<file path="src/rtl/mod_counter_pkg.sv">
// Shared types and defaults for the modulo up/down counter.
// Build option: define MOD_COUNTER_SAT_EN to honour the sat input;
// otherwise the counter always wraps.
package mod_counter_pkg;

    // Counting direction as carried on the 'up' input.
    typedef enum logic {
        DIR_DOWN = 1'b0,
        DIR_UP   = 1'b1
    } dir_e;

    // Behaviour at the ends of the 0..limit range.
    typedef enum logic {
        MODE_WRAP = 1'b0,
        MODE_SAT  = 1'b1
    } mode_e;

    // Default counter, data and limit width.
    localparam int DEFAULT_WIDTH = 5;

endpackage : mod_counter_pkg

</file>
<file path="src/rtl/mod_counter_next.sv">
// Combinational next-value / terminal-event unit for mod_counter.
// Given the current count, the inclusive limit, the direction and the
// end-of-range mode, it produces the value one enabled step would
// reach and whether that step is a terminal event.
module mod_counter_next
    import mod_counter_pkg::*;
#(
    parameter int WIDTH = DEFAULT_WIDTH
) (
    input  logic [WIDTH-1:0] count,
    input  logic [WIDTH-1:0] limit,
    input  logic             up,
    input  logic             sat,
    output logic [WIDTH-1:0] next,
    output logic             term_evt
);

    dir_e  dir;
    mode_e mode;

    assign dir  = dir_e'(up);
    assign mode = mode_e'(sat);

    // Step rules. Counting up, anything at or beyond the limit (the limit
    // may have shrunk under us) is a terminal event. Counting down, any
    // non-zero count simply decrements, which also walks an out-of-range
    // count back towards the legal range; only zero is terminal.
    always_comb begin
        next     = count;
        term_evt = 1'b0;
        if (dir == DIR_UP) begin
            if (count < limit) begin
                next = count + WIDTH'(1);
            end else begin
                term_evt = 1'b1;
                next     = (mode == MODE_SAT) ? limit : '0;
            end
        end else begin
            if (count != '0) begin
                next = count - WIDTH'(1);
            end else begin
                term_evt = 1'b1;
                next     = (mode == MODE_SAT) ? '0 : limit;
            end
        end
    end

endmodule : mod_counter_next

</file>
<file path="src/rtl/mod_counter.sv">
// Modulo up/down counter with programmable inclusive limit, optional
// saturation, a one-cycle terminal-event pulse (wrap) and a sticky
// overflow flag (ovf).
// Build option: MOD_COUNTER_SAT_EN -- when defined the sat input selects
// saturate vs wrap; when undefined sat is ignored and the counter wraps.
module mod_counter
    import mod_counter_pkg::*;
#(
    parameter int WIDTH = DEFAULT_WIDTH
) (
    input  logic             clk,
    input  logic             rst_,
    input  logic [WIDTH-1:0] data,
    input  logic             load,
    input  logic             enable,
    input  logic             up,
    input  logic [WIDTH-1:0] limit,
    input  logic             sat,
    input  logic             clr_ovf,
    output logic [WIDTH-1:0] count,
    output logic             at_term,
    output logic             wrap,
    output logic             ovf
);

    logic [WIDTH-1:0] count_q;
    logic [WIDTH-1:0] count_d;
    logic [WIDTH-1:0] step_next;
    logic [WIDTH-1:0] load_val;
    logic             wrap_q;
    logic             wrap_d;
    logic             ovf_q;
    logic             ovf_d;
    logic             step_evt;
    logic             sat_eff;

`ifdef MOD_COUNTER_SAT_EN
    assign sat_eff = sat;
`else
    logic sat_unused;
    assign sat_unused = sat;
    assign sat_eff    = 1'b0;
`endif

    mod_counter_next #(
        .WIDTH (WIDTH)
    ) u_next (
        .count    (count_q),
        .limit    (limit),
        .up       (up),
        .sat      (sat_eff),
        .next     (step_next),
        .term_evt (step_evt)
    );

    // A load above the limit is clamped so the count always starts legal.
    assign load_val = (data <= limit) ? data : limit;

    // Priority load > enable > hold; wrap only reports a step's terminal
    // event, and a fresh event beats a simultaneous ovf clear.
    always_comb begin
        count_d = count_q;
        wrap_d  = 1'b0;
        if (load) begin
            count_d = load_val;
        end else if (enable) begin
            count_d = step_next;
            wrap_d  = step_evt;
        end
        ovf_d = wrap_d | (ovf_q & ~clr_ovf);
    end

    // State registers, cleared asynchronously by the active-low reset.
    always_ff @(posedge clk or negedge rst_) begin
        if (!rst_) begin
            count_q <= '0;
            wrap_q  <= 1'b0;
            ovf_q   <= 1'b0;
        end else begin
            count_q <= count_d;
            wrap_q  <= wrap_d;
            ovf_q   <= ovf_d;
        end
    end

    assign count   = count_q;
    assign wrap    = wrap_q;
    assign ovf     = ovf_q;
    assign at_term = up ? (count_q == limit) : (count_q == '0);

endmodule : mod_counter

</file>
<file path="config.mk">
export PLATFORM = sky130hd
export DESIGN_NAME = mod_counter
export DESIGN_NICKNAME = d
export VERILOG_FILES = /design/src/rtl/mod_counter_pkg.sv /design/src/rtl/mod_counter_next.sv /design/src/rtl/mod_counter.sv
export SDC_FILE = /design/constraint.sdc
export NUM_CORES = 1
export LEC_CHECK = 0
export CAP_MARGIN = 25
export CORE_AREA = 4 4 45 55
export DETAILED_ROUTE_END_ITERATION = 10
export DIE_AREA = 0 0 49 59
export GPL_TIMING_DRIVEN = 0
export PLACE_DENSITY_LB_ADDON = 0.05
export REMOVE_ABC_BUFFERS = 1
export SLEW_MARGIN = 20
export SYNTH_ARGS = -nofsm -noshare
export SYNTH_HDL_FRONTEND = slang
export SYNTH_SLANG_ARGS = --single-unit
</file>
<file path="constraint.sdc">
create_clock -name clk -period 2.5 [get_ports clk]
set_input_delay 0.375 -clock clk [delete_from_list [all_inputs] [get_ports clk]]
set_output_delay 0.375 -clock clk [all_outputs]
set_load 0.02 [all_outputs]
</file>
Yosys cells after proc, flatten, opt, wreduce, memory -nomap -nowiden --
Cells that the tools add are included. W data, S select, Z words.
Cells by class: multiplexer cells 12, bitwise operators 3, $add $sub $neg 2, order comparisons 2, reduce and logical (&&, ||, !) cells 3, equal/unequal tests 1
Operators with widths (number):
- $mux W5 | 6
- $mux W1 | 6
- $add A5 B1 Y5 const B | 1
- $eq A5 B5 Y1 | 1
- $le A5 B5 Y1 | 1
- $logic_not A5 Y1 | 1
- $lt A5 B5 Y1 | 1
- $reduce_bool A5 Y1 | 1
- $sub A5 B1 Y5 const B | 1
- $reduce_bool A2 Y1 | 1
- $and A1 B1 Y1 | 1
- $not A1 Y1 | 1
- $or A1 B1 Y1 | 1
Storage, ports and cells: word-level logic and storage cells 26, flip-flop bits (word level) 7

Depth between registers and ports, before layout --
depth after elaboration 6, depth in mapped cells 7

Modules after synthesis --
From an unflattened synthesis, not the netlist that was laid out.
Unflattened totals: cells, all modules 116, area total of the unflattened synthesis 964.7 um^2
By module, submodules not included:
- mod_counter | area an instance 568.0 um^2, times used 1, cells each 63
- mod_counter_next | area an instance 396.6 um^2, times used 1, cells each 53

Worst setup path before layout --
No wires, ideal clock.
kind register -> register, start register count_q[0], in the netlist count[0], end register count_q[0], in the netlist count[0], cell stages (with the launch flop) 8, arrival 2.014 ns, required time 2.377 ns, clock period less this slack 2.137 ns, setup slack 0.363 ns, buffers on the path 0, library setup time 0.123 ns, cells stage by stage dfrtp_1 > inv_1 > ha_1 > or4b_4 > o2111ai_1 > o21ai_1 > a311o_1 > o221a_2
On the way: word-level cells in the longest chain between the ends 5, elaborated cells between the ends (all ways) 9
Ends and longest elaborated chain:
- start: declaration | RTL line mod_counter.sv:26 | logic [WIDTH-1:0] count_q;
- start signal: assignment | RTL line mod_counter.sv:80 | count_q <= count_d;
- $sub A5 B1 Y5 (tied with other cells) | RTL line mod_counter_next.sv:40 | next = count - WIDTH'(1);
- $mux W5 (on tied branches) | RTL line mod_counter_next.sv:39, mod_counter_next.sv:32
- $mux W5 (*) | RTL line mod_counter_next.sv:31 | if (dir == DIR_UP) begin
- $mux W5 (*) | RTL line mod_counter.sv:66 | end else if (enable) begin
- $mux W5 (*) | RTL line mod_counter.sv:64 | if (load) begin
Mark *: on every way between the ends. The rest lies on a longest branch, timed or not. The select of a mux whose other input is x is not followed. A chain may end at the register's enable or synchronous reset.

Worst setup path in the final report --
start input limit[3], end register count_q[1], in the netlist count[1]
On the way: word-level cells in the longest chain between the ends 5, elaborated cells between the ends (all ways) 7
Ends and longest elaborated chain:
- start: declaration | RTL line mod_counter.sv:17 | input logic [WIDTH-1:0] limit,
- $lt A5 B5 Y1 | RTL line mod_counter_next.sv:32 | if (count < limit) begin
- $mux W5 | RTL line mod_counter_next.sv:32
- $mux W5 | RTL line mod_counter_next.sv:31
- $mux W5 | RTL line mod_counter.sv:66
- $mux W5 (*) | RTL line mod_counter.sv:64
Marks and branches as above.

==> metrics.log <==
[metrics] mean cell area of the mapped netlist: ~8.2 um2
[metrics] relative max-transition margin: a little under two thirds
[metrics] root buf cell: clkbuf_4
[metrics] clock-pin slew on the worst setup and hold paths: ~0.060 ns
[metrics] slew at the pin with the worst max-slew slack: approximately 0.54 ns
[metrics] die width: just under 50 um
[metrics] Tightest Hold Check Type: in -> async
[metrics] vias: ~990
[metrics] CP Launch Point: limit[3]
[metrics] nature of the critical path startpoint: input pin
[metrics] final hold violations: 0
[metrics] initial standard-cell utilization of the core: between 40% and 50%
[metrics] number of buffers inserted by hold repair at cts: 0
[metrics] count of buffers from port buffering: 23
[metrics] synthesis-stage register bit count: 7
[metrics] count of final setup violators: 0
[metrics] most used cells in the layout excluding fill and tap cells: 22 x clkdlybuf4s50_1, 13 x inv_1, 11 x ha_1
[metrics] antenna violation net count after detailed routing: 0
[metrics] top flip-flop cell by instance count after synthesis: dfrtp_1
[metrics] Global Route met1 Usage: between 20 and 25%
[metrics] arrival time at the worst endpoint: 2.49 ns
[metrics] maximum level of the CTS H-tree: 1
[metrics] Worst EP required: around 2.7 ns
[metrics] total routing usage reported by global routing: a little under a fifth
[metrics] asr flop ratio synth: 100%
[metrics] DRT Pass-1 Iters: 4
[metrics] Yosys warning count: 0
[metrics] share of the clock period used by the worst path: between 90% and 100%
[metrics] wire per inst: roughly 17 um
[metrics] Final HPWL DP: between 2 and 2.5 mm
[metrics] I/O pin count: 25
[metrics] most common cell after layout, fill and taps aside: clkdlybuf4s50_1
[metrics] Max Slew Vio Count: 0
[metrics] maximum clock frequency: between 400 and 500 MHz
[metrics] clock tree from TritonCTS: done
[metrics] count of antenna diodes in the layout: 0
[metrics] startpoint of the worst register-to-register path: count[0]
[metrics] GPL Wtd Cong: slightly below 0.8
[metrics] vias in the first global route: between 900 and 1k
[metrics] worst path setup slack after routing: ~0.16 ns
[metrics] First DRT Iteration DRCs: 34
[metrics] row cnt: 18
[metrics] worst slack at placement: -0.0873 ns
[metrics] area of placed instances: between 1000 and 1500 um2
[metrics] final global-route overflow total: 0
[metrics] power per cell area: 519 nW/um2
[metrics] pin count of the biggest net entering global routing: 13
[metrics] post-synthesis instance total: around 110
[metrics] Worst-Skew Late Latency: roughly 0.25 ns
[metrics] post-CTS setup buffer count: 0
[metrics] unrepaired setup endpoints after global routing: false
[metrics] floorplan core area: 1980 um2
[metrics] Max rail drop VDD: roughly 240 uV
[metrics] number of clock sinks seen by CTS: 7
[metrics] Num CTS Buffers: 3
[metrics] fraction of layout instances using a drive strength above 1: just over 9%
[metrics] via/cell ratio: about 6.5
[metrics] Post-layout nets: 162
[metrics] max-cap violation count: 0
[metrics] Fin Clk Skew: between 0.004 and 0.005 ns
[metrics] global-route met3 utilization: under 10%
[metrics] path type of the worst setup path: in -> reg
[metrics] Layout Area Growth over Synthesis: 29.4%
[metrics] die area: ~2900 um2
[metrics] global-route wire length before repair: approximately 4.4 mm
[metrics] cell area after layout: 1160 um2
[metrics] count of unresolved DRC violations after routing: 0
[metrics] run status: finished clean
[metrics] number of buffers on the longest clock path: 2
[metrics] final wirelength: 2.59 mm
[metrics] maximum fanout count along the critical path: 5
[metrics] antenna violations before repair: 0
[metrics] share of synthesized area occupied by flip-flops and latches: between 10% and 20%
[metrics] gr busiest metal: met2
[metrics] die height: just under 60 um
[metrics] number of unique standard cell types used by synthesis: 40
[metrics] Critical Path Sink Type: flop
[metrics] met2 routing resource usage after global routing: between 30% and 40%
[metrics] Mapped Area: roughly 900 um2
[metrics] total leakage power: a little under 0.0005 uW
[metrics] Final Critical Period: between 2 and 2.5 ns
[metrics] number of inserted filler cells in the final layout: 195
[metrics] number of flops mapped to enable cells by yosys: 0
## per-stage QoR
stage	hold slack, ns	cells	total power [uW]	utilization [%]	setup TNS (ns)
2_1_floorplan	0.0794	105	357	-	0
3_3_place_gp	0.524	148	476	56.3	-0.133
3_5_place_dp	0.532	148	482	56.3	-0.228
4_1_cts	0.379	152	589	57.6	0
5_1_grt	0.403	152	648	58.6	0
6_report	0.380	152	603	58.6	0
## sequential cells by signal, summed over array words and instances, names as in the netlist
register	cells
wrap	1
count	5
ovf	1
## worst paths after layout
check | slack (ns) | end | depth (start not counted)
max | 0.16 | count[1] | 8
max reg2reg | 0.17 | count[3] | 7
min in group clk | 0.54 | ovf | 2
max in group asynchronous | 1.88 | count[2] | 1
min reg2reg | 0.54 | ovf | 2
min | 0.38 | count[1] | 1
## power by group
group	leakage, uW	internal, uW	switching, uW
registers	0.0000843	132	47.7
logic	0.000384	155	164
clock network	0.0000150	61.0	42.9
total	0.000483	348	255
## cells in the mapped netlist (3+ instances only)
cell | n | area, um2
o21ai_0 | 4 | 20.0
inv_1 | 13 | 48.8
nand4_1 | 5 | 31.3
nor3_1 | 4 | 20.0
dfrtp_1 | 7 | 175
a21oi_1 | 7 | 35.0
nand2_1 | 7 | 26.3
nor2_1 | 8 | 30.0
ha_1 | 12 | 150
buf_6 | 3 | 33.8
nand3_1 | 3 | 15.0
## layer usage
layer | wire, um | vias to the layer above
met4 | 67 | 0
met3 | 207 | 6
met5 | 0 | -
met1 | 1040 | 465
met2 | 1270 | 48
li1 | - | 470
## critical path: stages
cell	delay [ns]
clkdlybuf4s50_1	0.51
inv_1	0.10
ha_1	0.32
nand4_1	0.13
o221ai_1	0.40
nand3_1	0.21
o2bb2a_1	0.36
o31ai_1	0.09
## layout make-up
cell class              instances  area (um2)  share of cell area [%]
multi-input cells              85         662                    56.9
flip-flops and latches          7         175                    15.1
inverters                      13        48.8                    4.20
clock buffers                   4        26.3                    2.26
repair buffers                 23         225                    19.4
well taps                      20        25.0                    2.15
## cell families after synthesis
family,Yosys count,synth area share [%]
buffers and inverters,17,9.75
multiplexers,1,1.11
flip-flops,7,19.5
AND/OR/NAND/NOR,33,19.5
XOR/XNOR,2,1.95
AO/OA/AOI/OAI,37,31.5
adder cells (fa/ha/maj),12,16.7
## timing repair
action	CTS	global route
resized for setup	2	5
pin swaps	0	0
cloned	0	0
endpoints found under the setup margin	1	3
Power figures use the tool's default switching activity.
